$ cat config.mk
export PLATFORM = sky130hd
export DESIGN_NAME = led_sotp_gen_flat
export DESIGN_NICKNAME = d
export VERILOG_FILES = /design/src/rtl/led_sotp_gen_if.sv /design/src/rtl/led_sotp_gen.sv /design/src/flat_wrapper.sv
export SDC_FILE = /design/constraint.sdc
export NUM_CORES = 1
export LEC_CHECK = 0
export ABC_AREA = 1
export CORE_MARGIN = 3
export CORE_UTILIZATION = 33
export CTS_BUF_LIST = sky130_fd_sc_hd__clkbuf_8 sky130_fd_sc_hd__clkbuf_16
export DETAILED_ROUTE_END_ITERATION = 10
export PLACE_DENSITY = 0.51
export SYNTH_ARGS = -nofsm -noshare
export SYNTH_HDL_FRONTEND = slang
export SYNTH_SLANG_ARGS = --single-unit
$ cat constraint.sdc
create_clock -name clk -period 5.7 [get_ports clk]
set_clock_uncertainty 0.1 [all_clocks]
set_input_delay 0.855 -clock clk [delete_from_list [all_inputs] [get_ports clk]]
set_output_delay 0.855 -clock clk [all_outputs]
set_load 0.01 [all_outputs]
$ cat src/rtl/led_sotp_gen_if.sv
// Pixel FIFO read port as seen by the LED driver (master pops, slave is the FIFO).
interface led_sotp_gen_if;
  logic        in_rd_fifo_empty;
  logic [31:0] in_rd_fifo_data;
  logic        out_rd_fifo_en;

  modport master (input in_rd_fifo_empty, in_rd_fifo_data, output out_rd_fifo_en);
  modport slave  (output in_rd_fifo_empty, in_rd_fifo_data, input out_rd_fifo_en);
endinterface

$ cat src/rtl/led_sotp_gen.sv
// Serial NRZ LED driver: pops pixel words, optional white extraction, shifts
// NUM_CH*8 bits MSB-first with fixed high/low phase lengths, emits stream-reset latches.
module led_sotp_gen #(
  parameter int T0H       = 16,
  parameter int T0L       = 74,
  parameter int T1H       = 45,
  parameter int T1L       = 45,
  parameter int STR_RST   = 7681,
  parameter int NUM_CH    = 4,
  parameter int W_EXTRACT = 1,
  parameter int ORDER     = 0,
  parameter int AUTO_RST  = 0
) (
  input  logic                clk,
  input  logic                rst,
  led_sotp_gen_if.master      fifo,
  output logic                out_sig,
  output logic                out_busy,
  output logic [15:0]         out_pix_count
);
  localparam int NB  = NUM_CH * 8;
  localparam int BW  = $clog2(NB);
  localparam int TMA = (T0H > T0L) ? T0H : T0L;
  localparam int TMB = (T1H > T1L) ? T1H : T1L;
  localparam int TMC = (TMA > TMB) ? TMA : TMB;
  localparam int TMX = (TMC > STR_RST) ? TMC : STR_RST;
  localparam int TW  = $clog2(TMX + 1);
  localparam int AW  = (AUTO_RST > 0) ? $clog2(AUTO_RST + 1) : 1;
  localparam bit XW  = (NUM_CH == 4) && (W_EXTRACT == 1);

  localparam logic [TW-1:0] T0H_M = TW'(T0H - 1);
  localparam logic [TW-1:0] T0L_M = TW'(T0L - 1);
  localparam logic [TW-1:0] T1H_M = TW'(T1H - 1);
  localparam logic [TW-1:0] T1L_M = TW'(T1L - 1);
  localparam logic [TW-1:0] STR_M = TW'(STR_RST - 1);
  localparam logic [AW-1:0] AUTO_M = AW'(AUTO_RST);

  typedef enum logic [2:0] {IDLE, WAIT_DAT, LOAD, CONV1, CONV2, SHIFT, LATCH} state_t;
  state_t state, nxt;

  logic [7:0]    r, g, b, m;
  logic [NB-1:0] sreg;
  logic [BW-1:0] bit_cnt;
  logic [TW-1:0] tcnt;
  logic [AW-1:0] idle_cnt;
  logic          hi_ph, sent;

  logic        hi_end, lo_end, last_bit, auto_hit;
  logic [7:0]  mn_rg, mn, r2, g2, b2, w2;
  logic [31:0] full;
  logic        unused_bits;

  assign hi_end   = hi_ph && (tcnt == (sreg[NB-1] ? T1H_M : T0H_M));
  assign lo_end   = !hi_ph && (tcnt == (sreg[NB-1] ? T1L_M : T0L_M));
  assign last_bit = (bit_cnt == BW'(NB - 1));
  assign auto_hit = (AUTO_RST > 0) && sent && (idle_cnt == AUTO_M);
  assign out_sig  = (state == SHIFT) && hi_ph;

  assign mn_rg = (r < g) ? r : g;
  assign mn    = (mn_rg < b) ? mn_rg : b;
  // m is the min of all three, so these subtractions cannot underflow
  assign r2    = XW ? r - m : r;
  assign g2    = XW ? g - m : g;
  assign b2    = XW ? b - m : b;
  assign w2    = XW ? m : 8'd0;
  assign full  = {(ORDER == 1) ? g2 : r2, (ORDER == 1) ? r2 : g2, b2, w2};
  assign unused_bits = ^{fifo.in_rd_fifo_data[29:24], full[7:0]};

  always_ff @(posedge clk) begin
    if (rst) state <= IDLE;
    else     state <= nxt;
  end

  always_comb begin
    nxt                 = state;
    fifo.out_rd_fifo_en = 1'b0;
    out_busy            = 1'b1;
    case (state)
      IDLE: begin
        out_busy = 1'b0;
        if (!fifo.in_rd_fifo_empty) begin
          fifo.out_rd_fifo_en = 1'b1;
          nxt = WAIT_DAT;
        end else if (auto_hit) begin
          nxt = LATCH;
        end
      end
      WAIT_DAT: nxt = LOAD;
      LOAD: begin
        if (!fifo.in_rd_fifo_data[31])     nxt = IDLE;
        else if (fifo.in_rd_fifo_data[30]) nxt = LATCH;
        else                               nxt = CONV1;
      end
      CONV1: nxt = CONV2;
      CONV2: nxt = SHIFT;
      SHIFT: if (lo_end && last_bit) nxt = IDLE;
      LATCH: if (tcnt == STR_M) nxt = IDLE;
      default: nxt = IDLE;
    endcase
  end

  always_ff @(posedge clk) begin
    if (rst) begin
      r <= '0; g <= '0; b <= '0; m <= '0;
      sreg <= '0; bit_cnt <= '0; tcnt <= '0; idle_cnt <= '0;
      hi_ph <= 1'b0; sent <= 1'b0; out_pix_count <= '0;
    end else begin
      case (state)
        IDLE: begin
          tcnt <= '0;
          if (!fifo.in_rd_fifo_empty)          idle_cnt <= '0;
          else if (sent && idle_cnt != AUTO_M) idle_cnt <= idle_cnt + 1'b1;
        end
        LOAD: begin
          r    <= fifo.in_rd_fifo_data[15:8];
          g    <= fifo.in_rd_fifo_data[23:16];
          b    <= fifo.in_rd_fifo_data[7:0];
          tcnt <= '0;
        end
        CONV1: m <= mn;
        CONV2: begin
          sreg    <= full[31 -: NB];
          bit_cnt <= '0;
          tcnt    <= '0;
          hi_ph   <= 1'b1;
        end
        SHIFT: begin
          if (hi_ph) begin
            if (hi_end) begin hi_ph <= 1'b0; tcnt <= '0; end
            else tcnt <= tcnt + 1'b1;
          end else if (lo_end) begin
            tcnt    <= '0;
            hi_ph   <= 1'b1;
            sreg    <= sreg << 1;
            bit_cnt <= bit_cnt + 1'b1;
            if (last_bit) begin
              sent <= 1'b1;
              if (out_pix_count != 16'hFFFF) out_pix_count <= out_pix_count + 16'd1;
            end
          end else begin
            tcnt <= tcnt + 1'b1;
          end
        end
        LATCH: begin
          if (tcnt == STR_M) begin
            tcnt <= '0; out_pix_count <= '0; sent <= 1'b0; idle_cnt <= '0;
          end else begin
            tcnt <= tcnt + 1'b1;
          end
        end
        default: ;
      endcase
    end
  end
endmodule

$ cat src/flat_wrapper.sv
// flat-port wrapper written by rule: the top's interface ports become plain ports
module led_sotp_gen_flat 
#(
  parameter int T0H       = 16,
  parameter int T0L       = 74,
  parameter int T1H       = 45,
  parameter int T1L       = 45,
  parameter int STR_RST   = 7681,
  parameter int NUM_CH    = 4,
  parameter int W_EXTRACT = 1,
  parameter int ORDER     = 0,
  parameter int AUTO_RST  = 0
)
  (clk, rst, out_sig, out_busy, out_pix_count, fifo_in_rd_fifo_empty, fifo_in_rd_fifo_data, fifo_out_rd_fifo_en);
  led_sotp_gen_if fifo_i ();
  input  logic clk;
  input  logic rst;
  output logic out_sig;
  output logic out_busy;
  output logic [15:0] out_pix_count;
  input wire logic [$bits(fifo_i.in_rd_fifo_empty)-1:0] fifo_in_rd_fifo_empty;
  input wire logic [$bits(fifo_i.in_rd_fifo_data)-1:0] fifo_in_rd_fifo_data;
  output wire logic [$bits(fifo_i.out_rd_fifo_en)-1:0] fifo_out_rd_fifo_en;
  assign fifo_i.in_rd_fifo_empty = fifo_in_rd_fifo_empty;
  assign fifo_i.in_rd_fifo_data = fifo_in_rd_fifo_data;
  assign fifo_out_rd_fifo_en = fifo_i.out_rd_fifo_en;
  led_sotp_gen #(.T0H(T0H), .T0L(T0L), .T1H(T1H), .T1L(T1L), .STR_RST(STR_RST), .NUM_CH(NUM_CH), .W_EXTRACT(W_EXTRACT), .ORDER(ORDER), .AUTO_RST(AUTO_RST)) u_core (.clk(clk), .rst(rst), .fifo(fifo_i), .out_sig(out_sig), .out_busy(out_busy), .out_pix_count(out_pix_count));
endmodule
After elaboration in Yosys (flattened, before gate mapping) --
Index checks and enable logic that the tools add are counted.
Cells by class: $add $sub $neg 6, $lt $le $gt $ge 2, equal/unequal tests 18, multiplexer cells 34, reductions and logical operators 13
Operator list (count):
- 2-to-1 mux 16 bit | 5
- 2-to-1 mux 32 bit | 2
- one-hot mux 32 bit (2 select lines) | 1
- 2-to-1 mux 13 bit | 4
- one-hot mux 13 bit (3 select lines) | 1
- one-hot mux 16 bit (2 select lines) | 1
- equality test 13 bit | 2
- subtractor 8 bit | 3
- one-hot mux 3 bit (7 select lines) | 1
- adder 16 x 1 -> 16 bit, second input constant | 1
- less-than comparator 8 bit | 2
- 2-to-1 mux 8 bit | 2
- inequality test 16 bit, second input constant | 1
- 2-to-1 mux 3 bit | 5
- adder 13 x 1 -> 13 bit, second input constant | 1
- equality test 13 bit, second input constant | 1
- 2-to-1 mux 5 bit | 2
- one-hot mux 5 bit (2 select lines) | 1
- equality test 3 bit, second input constant | 3
- inequality test 2 bit, second input constant | 4
- 2-to-1 mux 7 bit | 1
- equality test 3 x 2 -> 1 bit, second input constant | 2
- 2-to-1 mux 1 bit | 6
- 2-to-1 mux 6 bit | 1
- 13 further kinds | 20
Word-level totals: bits in registers 102, bits of input ports 35, output and inout bits 19

Logic depth before layout (Yosys ltp) --
Gate-level depths: netlist (run 1).
depth after elaboration 6, mapped depth 21, mapped depth without buffers 20

Worst setup path after synthesis (run 1) --
No wires, ideal clock.
kind register to register, start point register u_core.g[7], end point register u_core.m[0], setup time 0.071 ns, data arrival time 2.989 ns, required time 5.529 ns, path slack 2.540 ns, stages on the path, launching flop included 18, period minus slack after synthesis 3.160 ns, cell sequence dfxtp_1 -> inv_1 -> ha_1 -> nand2_1 -> inv_1 -> nor2_1 -> o21a_1 -> nand2_1 -> buf_2 -> o21ai_0 -> ha_1 -> a21oi_1 -> nor2_1 -> a211oi_1 -> nand2_2 -> nand2_1 -> nand3_1 -> a21oi_1
Between the ends: word-level cells in the longest chain between the ends 4
Ends and longest elaborated chain:
- start: declaration | line led_sotp_gen.sv:41 | logic [7:0] r, g, b, m;
- start signal: assignment | line led_sotp_gen.sv:116 | g <= fifo.in_rd_fifo_data[23:16];
- less-than comparator 8 bit | line led_sotp_gen.sv:59 | assign mn_rg = (r < g) ? r : g;
- 2-to-1 mux 8 bit * | line led_sotp_gen.sv:59
- less-than comparator 8 bit | line led_sotp_gen.sv:60 | assign mn = (mn_rg < b) ? mn_rg : b;
- 2-to-1 mux 8 bit * | line led_sotp_gen.sv:60
- end signal: assignment | line led_sotp_gen.sv:120 | CONV1: m <= mn;
- end: declaration | line led_sotp_gen.sv:41
Every way passes the cells marked *; elsewhere a longest branch is shown, timed or not. A chain may end at the register's enable or synchronous reset.

Worst setup path in the final report (run 1) --
Ends and elaborated chain as after synthesis.

==> results of run 1 <==
[area by class of cell]
type	count	area, um^2
Tap cell	225	282
Sequential cell	102	2040
Fill cell	1881	10600
Clock inverter	7	72.6
Multi-Input combinational cell	612	3410
Timing Repair Buffer	53	510
Inverter	108	407
Clock buffer	9	225
[flip-flops by register name, summed over array words and instances (netlist names)]
signal / cells
u_core.sreg: 32
u_core.out_pix_count: 16
u_core.tcnt: 13
u_core.b: 8
u_core.g: 8
u_core.m: 8
u_core.r: 8
u_core.bit_cnt: 5
u_core.state: 3
u_core.hi_ph: 1
[critical path, cell delays in order (launching register included)]
cell and delay [ns]:
dfxtp_1 0.39, inv_1 0.08, ha_1 0.31, nand2_1 0.07
inv_1 0.03, nor2_1 0.10, o21a_1 0.17, nand2_1 0.27
o21ai_0 0.37, ha_1 0.30, a21oi_1 0.15, nor2_1 0.05
a211oi_1 0.17, buf_4 0.20, nand2_2 0.13, nand2_1 0.09
nand3_1 0.08, a21oi_1 0.16
[worst paths after layout]
| kind | from | end | slack (ns) | cells after the start |
|---|---|---|---|---|
| max reg2reg | u_core.g[7] | u_core.m[0] | 2.39 | 17 |
| max | u_core.g[7] | u_core.m[0] | 2.39 | 17 |
| min | u_core.sreg[21] | u_core.sreg[21] | 0.37 | 2 |
| min reg2reg | u_core.sreg[21] | u_core.sreg[21] | 0.37 | 2 |
[cells in the final DEF, fill, tap and decap left out, types with 2 or more instances in the layout]
cell type,count
nand3_1,41
o21ai_2,2
dfxtp_1,102
inv_2,3
nor2_1,67
fa_1,3
o21ba_2,3
nor3_1,13
nor4_1,3
nand2_2,6
clkbuf_16,9
o21ai_0,82
xor2_1,21
xnor2_1,5
nand3b_1,6
a211oi_1,6
ha_1,40
nand3_2,2
nor3_2,3
o21bai_1,3
a221oi_1,4
o22ai_1,3
nand4_1,12
clkinv_2,2
nand2_1,160
o211ai_1,2
buf_4,6
inv_1,104
clkdlybuf4s50_1,46
inv_6,2
a21oi_1,103
a31oi_1,13
[power breakdown]
| group | switching (mW) | internal, mW |
|---|---|---|
| Clock | 0.294 | 0.343 |
| Combinational | 0.751 | 0.439 |
| Sequential | 0.0797 | 0.815 |
| Total | 1.13 | 1.60 |
[metrics by stage]
stage	worst slack (ns)	utilization	hold slack (ns)
final	2.39	0.396	0.367
after global routing	1.97	0.396	0.389
after CTS	2.33	0.396	0.367
after detailed placement	2.36	0.379	0.356
after global placement	2.37	0.379	0.354
after floorplan	2.54	-	0.335
[routing by layer]
layer,track usage,wire length [um],vias up
met5,0,0,-
met4,0.0331,126,0
met3,0.0329,471,11
met2,0.253,6900,73
met1,0.220,7960,2401
li1,-,-,2921
[logic make-up (layout without fill, tap and decap cells)]
logic type,after synthesis,after routing,synth area share
DFF,102,102,0.340
buffers and inverters,142,177,0.0928
AOI/OAI and AO/OA,227,227,0.207
xor gates and xnor gates,26,26,0.0379
adders and majority gates,43,43,0.0933
and+or+nand+nor,316,316,0.230
==> flow_summary.json, run 1 <==
{
  "first_pass_iters": 5,
  "grtUsageTotal": 0.158,
  "synth_top_area_frac": 0.340,
  "cts_hold_buffers": 0,
  "cts.sinks": 102,
  "grt_pass1_wl_um": 25500,
  "hold_violations": 0,
  "worstSetupPathType": "flop to flop",
  "dieHeight_um": 141,
  "cts_buffers": 9,
  "gr-total-overflow": 0,
  "final.period_utilization": 0.581,
  "synth_edf_count": 0,
  "rsz0062_at_grt": "false",
  "grt_max_degree": 55,
  "power.leakage_nw": 2.69,
  "viasPerCell": 4.84,
  "synth.yosys.seq_area_share": 0.340,
  "p_total_mw": 2.72,
  "clock-root-buffer": "clkbuf_16",
  "synth_cell_types": 43,
  "stdcell_area_um2": 6950,
  "clock_latency_ns": 0.36,
  "synth_nets": 934,
  "ir_drop_mv": 0.190,
  "cts_tree": "yes",
  "async_flop_share": 0,
  "drv_cap": 0,
  "antenna_found_initial": 0,
  "wl_per_cell_um": 13.8,
  "cts_buffer_depth": 2,
  "htree_levels": 3,
  "fmax_mhz": 302,
  "hp-class": "flop to flop",
  "antennaDiodeCount": 0,
  "cp-end-kind": "flop",
  "cp_max_fo": 15,
  "slew_viol_final": 0,
  "setup_tns_ns": 0,
  "cts_setup_buffers": 0,
  "dp_hpwl_um": 11000,
  "port_buffers": 47,
  "cp.arrival_ns": 3.50,
  "syn-cell-area_um2": 6010,
  "required_ns": 5.89,
  "drt_iter0_drc": 268,
  "io_pins": 54,
  "worstMarginPinSlew_ns": 0.977,
  "fin_cells": 1116,
  "drc": 0,
  "start_util": 0.343,
  "synth.avg_cell_area_um2": 7.02,
  "ys_seq_elements": 102,
  "synthTopCellsByCount": "nand2_1 (160), a21oi_1 (103), inv_1 (103)",
  "detail-route-antenna-nets": 0,
  "gp_congestion": 0.808,
  "synthCells": 856,
  "powerDensity_nw_per_um2": 392,
  "die_x_um": 141,
  "cts_resized": 0,
  "grt_pass1_vias": 4989,
  "dieArea_um2": 19900,
  "drt_wl_total_um": 15500,
  "areaGrowthSynthToFinish_pct": 15.6,
  "clk_pin_slew_worst_paths_ns": 0.07,
  "nNetsFinal": 964,
  "drive_above_1_share": 0.0516,
  "start_kind": "flop",
  "status": "finished, final reports clean",
  "yosysTopAreaCell": "dfxtp_1",
  "ys.warnings.count": 0,
  "ys.flop_type": "dfxtp_1",
  "num_rows": 48,
  "vias": 5406,
  "placed_area_um2": 6650,
  "setup_viol": 0,
  "synth_most_common_cell": "nand2_1",
  "placed_cells": 1100,
  "slew_headroom": 0.348,
  "period_minus_slack_ns": 3.31,
  "synthTopCellsByArea": "dfxtp_1 (34%), nand2_1 (10%), a21oi_1 (8.6%)",
  "core-area_um2": 17500
}
No activity file was read; power rests on OpenSTA's default activity.
==> run 2, diff against run 1 <==
PLACE_DENSITY = 0.52   (was 0.51)
clock period = 2.7 ns   (was 5.7 ns; I/O delays follow)
==> run 2 against run 1 <==
Effect of this change: total power up 140%; hold slack worse by 0.0033 ns; die area did not move; routed wire length up 3.2%; combinational power rose to 3.0 times the previous value; global-route usage is 0.58 points higher; critical endpoint is now u_core.m[1]; flip-flop and latch count is the same; first-iteration DRC count grew 13%; design area is 8.4% higher; count of clock-buffer cells in the layout increased by 1.
==> flow_summary.json, run 2 (synthesized netlist as in run 1, its figures left out) <==
{
  "drc": 0,
  "io_pins": 54,
  "worstSetupPathType": "flop to flop",
  "hold_depth": 2,
  "core-area_um2": 17500,
  "cts.sinks": 102,
  "holdPathEnd": "u_core.sreg[30]",
  "mostFrequentLayoutCells": "nand2_1 (151), inv_1 (100), a21oi_1 (97)",
  "drv_cap": 0,
  "multi_input_comb_area_um2": 3680,
  "detail-route-antenna-nets": 0,
  "slew_headroom": 0.615,
  "min_from": "u_core.sreg[30]",
  "cts_tree": "yes",
  "antenna_found_initial": 0,
  "power.leakage_nw": 2.97,
  "clock_latency_ns": 0.35,
  "slew_viol_final": 0,
  "dp_hpwl_um": 11500,
  "placed_area_um2": 6990,
  "gr-total-overflow": 0,
  "wl_per_cell_um": 13.8,
  "stdcell_area_um2": 7530,
  "die_x_um": 141,
  "num_rows": 48,
  "gp_congestion": 0.840,
  "antennaDiodeCount": 0,
  "drt_iter0_drc": 304,
  "hp-class": "flop to flop",
  "rr_startpoint": "u_core.g[5]",
  "dieHeight_um": 141,
  "grt_max_degree": 50,
  "htree_levels": 3,
  "final.period_utilization": 0.987,
  "largest_reg_flops": 32,
  "port_buffers": 47,
  "final_common_cell": "nand2_1",
  "setup_viol": 0,
  "clock-root-buffer": "clkbuf_16",
  "timing.rr.end": "u_core.m[1]",
  "m1WireLength_um": 7690,
  "powerDensity_nw_per_um2": 881,
  "hold_violations": 0,
  "cts_buffer_depth": 2,
  "grt_pass1_wl_um": 26500,
  "cp.arrival_ns": 2.78,
  "period_minus_slack_ns": 2.66,
  "top_register": "u_core.sreg",
  "worstMarginPinSlew_ns": 0.578,
  "fmax_mhz": 375,
  "grtUsageTotal": 0.164,
  "drt_wl_total_um": 16000,
  "areaGrowthSynthToFinish_pct": 25.3,
  "reg2reg_setup_slack_ns": 0.04,
  "drive_above_1_share": 0.146,
  "grt_pass1_vias": 5312,
  "top_layer": "met4",
  "start_kind": "flop",
  "rsz0062_at_grt": "true",
  "clk_pin_slew_worst_paths_ns": 0.07,
  "nNetsFinal": 1005,
  "status": "finished, final reports clean",
  "required_ns": 2.82,
  "first_pass_iters": 5,
  "final.fill_count": 1842,
  "viasPerCell": 4.85,
  "setup_slack_ns": 0.0350,
  "cp_max_fo": 8,
  "cp-end-kind": "flop",
  "dieArea_um2": 19900,
  "cts_buffers": 9,
  "ir_drop_mv": 0.543,
  "reg_top3": "u_core.sreg x32, u_core.out_pix_count x16, u_core.tcnt x13",
  "seq_area_um2": 2050,
  "whs_ns": 0.363,
  "dr_wl_met3_um": 615,
  "start_util": 0.343,
  "utilization": 0.429,
  "wl_met2_um": 7470,
  "vias": 5607,
  "dp_slack_ns": -0.164,
  "r2r_cells": 14
}
-- run 2: cell count changes in the layout (fill, tap and decap cells not counted), sizes merged --
cell	delta
nand2	+1
clkinv	-2
buf	+40
bufinv	-1
clkbuf	+1
-- run 2: worst max-delay path, cell delays in order (launching register included) --
cell	delay [ns]
dfxtp_2	0.34
inv_2	0.05
ha_4	0.24
a21oi_2	0.15
o21a_4	0.21
nand2_8	0.09
o21ai_4	0.21
ha_4	0.24
a21oi_2	0.13
nor2_2	0.06
a211oi_4	0.29
buf_6	0.20
nand3_1	0.09
nand3_1	0.07
a21oi_1	0.06
-- run 2: report_power, final --
part           leakage [nW]  switching, mW  internal, mW
clock network         0.134          0.566         0.631
registers             0.829          0.150          1.73
logic                  2.01           2.06          1.50
-- run 2: layout make-up --
class / instances / area share
inverter: 108 / 0.0540
timing repair buffer: 93 / 0.113
tap: 225 / 0.0374
sequential: 102 / 0.272
multi-input combinational: 613 / 0.488
clock inverter: 4 / 0.00249
clock buffer: 10 / 0.0317
-- run 2: worst max path at each step --
stage | from | endpoint | slack [ns] | cells after the start
2_1_floorplan | u_core.g[7] | u_core.m[0] | 0.002 | 18
3_3_place_gp | u_core.g[7] | u_core.m[2] | -0.14 | 19
3_5_place_dp | u_core.g[7] | u_core.m[6] | -0.16 | 17
4_1_cts | u_core.g[3] | u_core.m[6] | 0.001 | 15
5_1_grt | u_core.g[5] | u_core.m[2] | -0.1 | 17
6_report | u_core.g[5] | u_core.m[1] | 0.04 | 14
-- run 2: per-stage QoR --
stage	std cells	total power, mW	TNS, ns
global placement	1138	4.77	-1.01
global route	1155	7.24	-0.552
CTS	1153	6.25	0
floorplan	856	3.93	0
finish	1155	6.63	0
detailed placement	1138	4.80	-1.15
-- run 2: per-layer routing --
metal | vias to the layer above | track usage
met3 | 10 | 0.0305
met4 | 0 | 0.0428
li1 | 2994 | -
met1 | 2515 | 0.221
met2 | 88 | 0.269
met5 | - | 0
-- run 2: repair_timing --
item | 4_1_cts | 5_1_grt
setup endpoints to repair | 8 | 8
hold buffers | 0 | 0
buffers inserted | 0 | 2
hold endpoints to repair | 0 | 0
pin swaps | 7 | 20
resized for setup | 18 | 46
cloned | 1 | 0
==> run 3, diff against run 2 <==
CORE_MARGIN = 4   (was 3)
GPL_ROUTABILITY_DRIVEN = 0   (was default)
SKIP_CTS_REPAIR_TIMING = 1   (was default)
==> run 3 against run 2 <==
Effect of this change: via count decreased by 0.78%; flip-flop and latch count unchanged; die area increased by 2.9%; setup slack improved by 0.083 ns; clock power increased by 21%; global-route usage decreased by 0.34 points; critical path depth increased by 2; critical endpoint is now u_core.m[3]; highest routed layer unchanged.
==> flow_summary.json, run 3 (synthesized netlist as in run 1, its figures left out) <==
{
  "final_common_cell": "nand2_1",
  "path_buf_inv": 4,
  "cp-end-kind": "flop",
  "power.leakage_nw": 3.00,
  "crit_slowest_cell": "dfxtp_2",
  "worstMarginPinSlew_ns": 0.627,
  "grt_use_met2": 0.270,
  "start_kind": "flop",
  "ir_drop_mv": 0.550,
  "clk_pin_slew_worst_paths_ns": 0.07,
  "cts_buffer_depth": 2,
  "fmax_mhz": 387,
  "cts_tree": "yes",
  "hp-class": "flop to flop",
  "seq_area_um2": 2050,
  "grt_pass1_wl_um": 26300,
  "cts.sinks": 102,
  "fin_cells": 1162,
  "drv_cap": 0,
  "dieArea_um2": 20400,
  "antenna_found_initial": 0,
  "htree_levels": 3,
  "num_rows": 49,
  "mostFrequentLayoutCells": "nand2_1 (150), inv_1 (99), a21oi_1 (95)",
  "grt_busiest_layer": "met2",
  "first_pass_iters": 4,
  "core-area_um2": 18000,
  "drive_above_1_share": 0.159,
  "cts_buffers": 9,
  "drt_iter0_drc": 253,
  "dieHeight_um": 143,
  "final.fill_count": 1881,
  "grt_max_degree": 55,
  "period_minus_slack_ns": 2.58,
  "p_total_mw": 7.01,
  "viasPerCell": 4.79,
  "hold_violations": 0,
  "cp_max_fo": 8,
  "clock-root-buffer": "clkbuf_16",
  "crit_family": "compound AO/OA/AOI/OAI gates",
  "cp.arrival_ns": 2.70,
  "grtUsageTotal": 0.160,
  "top_register": "u_core.sreg",
  "worstSetupPathType": "flop to flop",
  "path_cells": "inv_2 -> ha_4 -> nand2_2 -> inv_2 -> nor2_4 -> o21a_4 -> nand2_8 -> nand2_2 -> o21ai_2 -> ha_1 -> buf_4 -> a211oi_4 -> buf_6 -> nand3_2 -> nand3_1 -> a21oi_1",
  "antennaDiodeCount": 0,
  "grt_pass1_vias": 5256,
  "start_util": 0.335,
  "placed_cells": 1141,
  "setup_viol": 0,
  "areaGrowthSynthToFinish_pct": 26.9,
  "drc": 0,
  "met1_usage": 0.214,
  "nNetsFinal": 1006,
  "met3_usage": 0.0281,
  "largest_reg_flops": 32,
  "dp_hpwl_um": 11400,
  "port_buffers": 47,
  "detail-route-antenna-nets": 0,
  "reg2reg_setup_slack_ns": 0.12,
  "final.period_utilization": 0.956,
  "slowest_delay_ns": 0.34,
  "multi_input_comb_area_um2": 3700,
  "setup_tns_ns": 0,
  "die_x_um": 143,
  "whs_ns": 0.367,
  "io_pins": 54,
  "required_ns": 2.82,
  "drt_wl_total_um": 16000,
  "wl_per_cell_um": 13.8,
  "powerDensity_nw_per_um2": 919,
  "gr-total-overflow": 0,
  "reg_top3": "u_core.sreg x32, u_core.out_pix_count x16, u_core.tcnt x13",
  "status": "finished, final reports clean",
  "clock_latency_ns": 0.36,
  "slew_viol_final": 0,
  "vias": 5563,
  "slew_headroom": 0.582
}
-- run 3: metal layers --
layer | routed length [um] | part of all wire | vias up
li1 | - | - | 2997
met1 | 7740 | 0.48 | 2483
met2 | 7460 | 0.46 | 74
met3 | 698 | 0.043 | 9
met4 | 147 | 0.0092 | 0
met5 | 0 | 0 | -
-- run 3: cell type report --
class,count,area share
multi-input combinational,613,0.485
clock inverter,6,0.0112
sequential,102,0.269
inverter,108,0.0533
tap,229,0.0376
timing repair buffer,94,0.113
clock buffer,10,0.0313
-- run 3: where the power goes --
group          switching [mW]  leakage, nW  internal, mW
Combinational            2.09         2.01          1.59
Sequential              0.153        0.829          1.73
Clock                   0.613        0.160         0.837
-- run 3: metrics by stage --
step,instance area [um^2],utilization,worst slack (ns)
2_1_floorplan,6040,-,0.00161
3_3_place_gp,6980,0.389,-0.136
3_5_place_dp,6980,0.389,-0.163
4_1_cts,7310,0.407,-0.182
5_1_grt,7630,0.425,-0.0210
6_report,7630,0.425,0.118
-- run 3: tightest hold or removal path, stage by stage, from the launching register on --
cell     delay [ns]
dfxtp_1        0.31
nand2_1        0.06
a21oi_1        0.06
-- run 3: worst paths after layout --
check,depth (start not counted),to,start
worst max-delay path,16,u_core.m[3],u_core.g[7]
worst min-delay path,2,u_core.sreg[14],u_core.sreg[14]
worst max register to register,16,u_core.m[3],u_core.g[7]
worst min register to register,2,u_core.sreg[14],u_core.sreg[14]
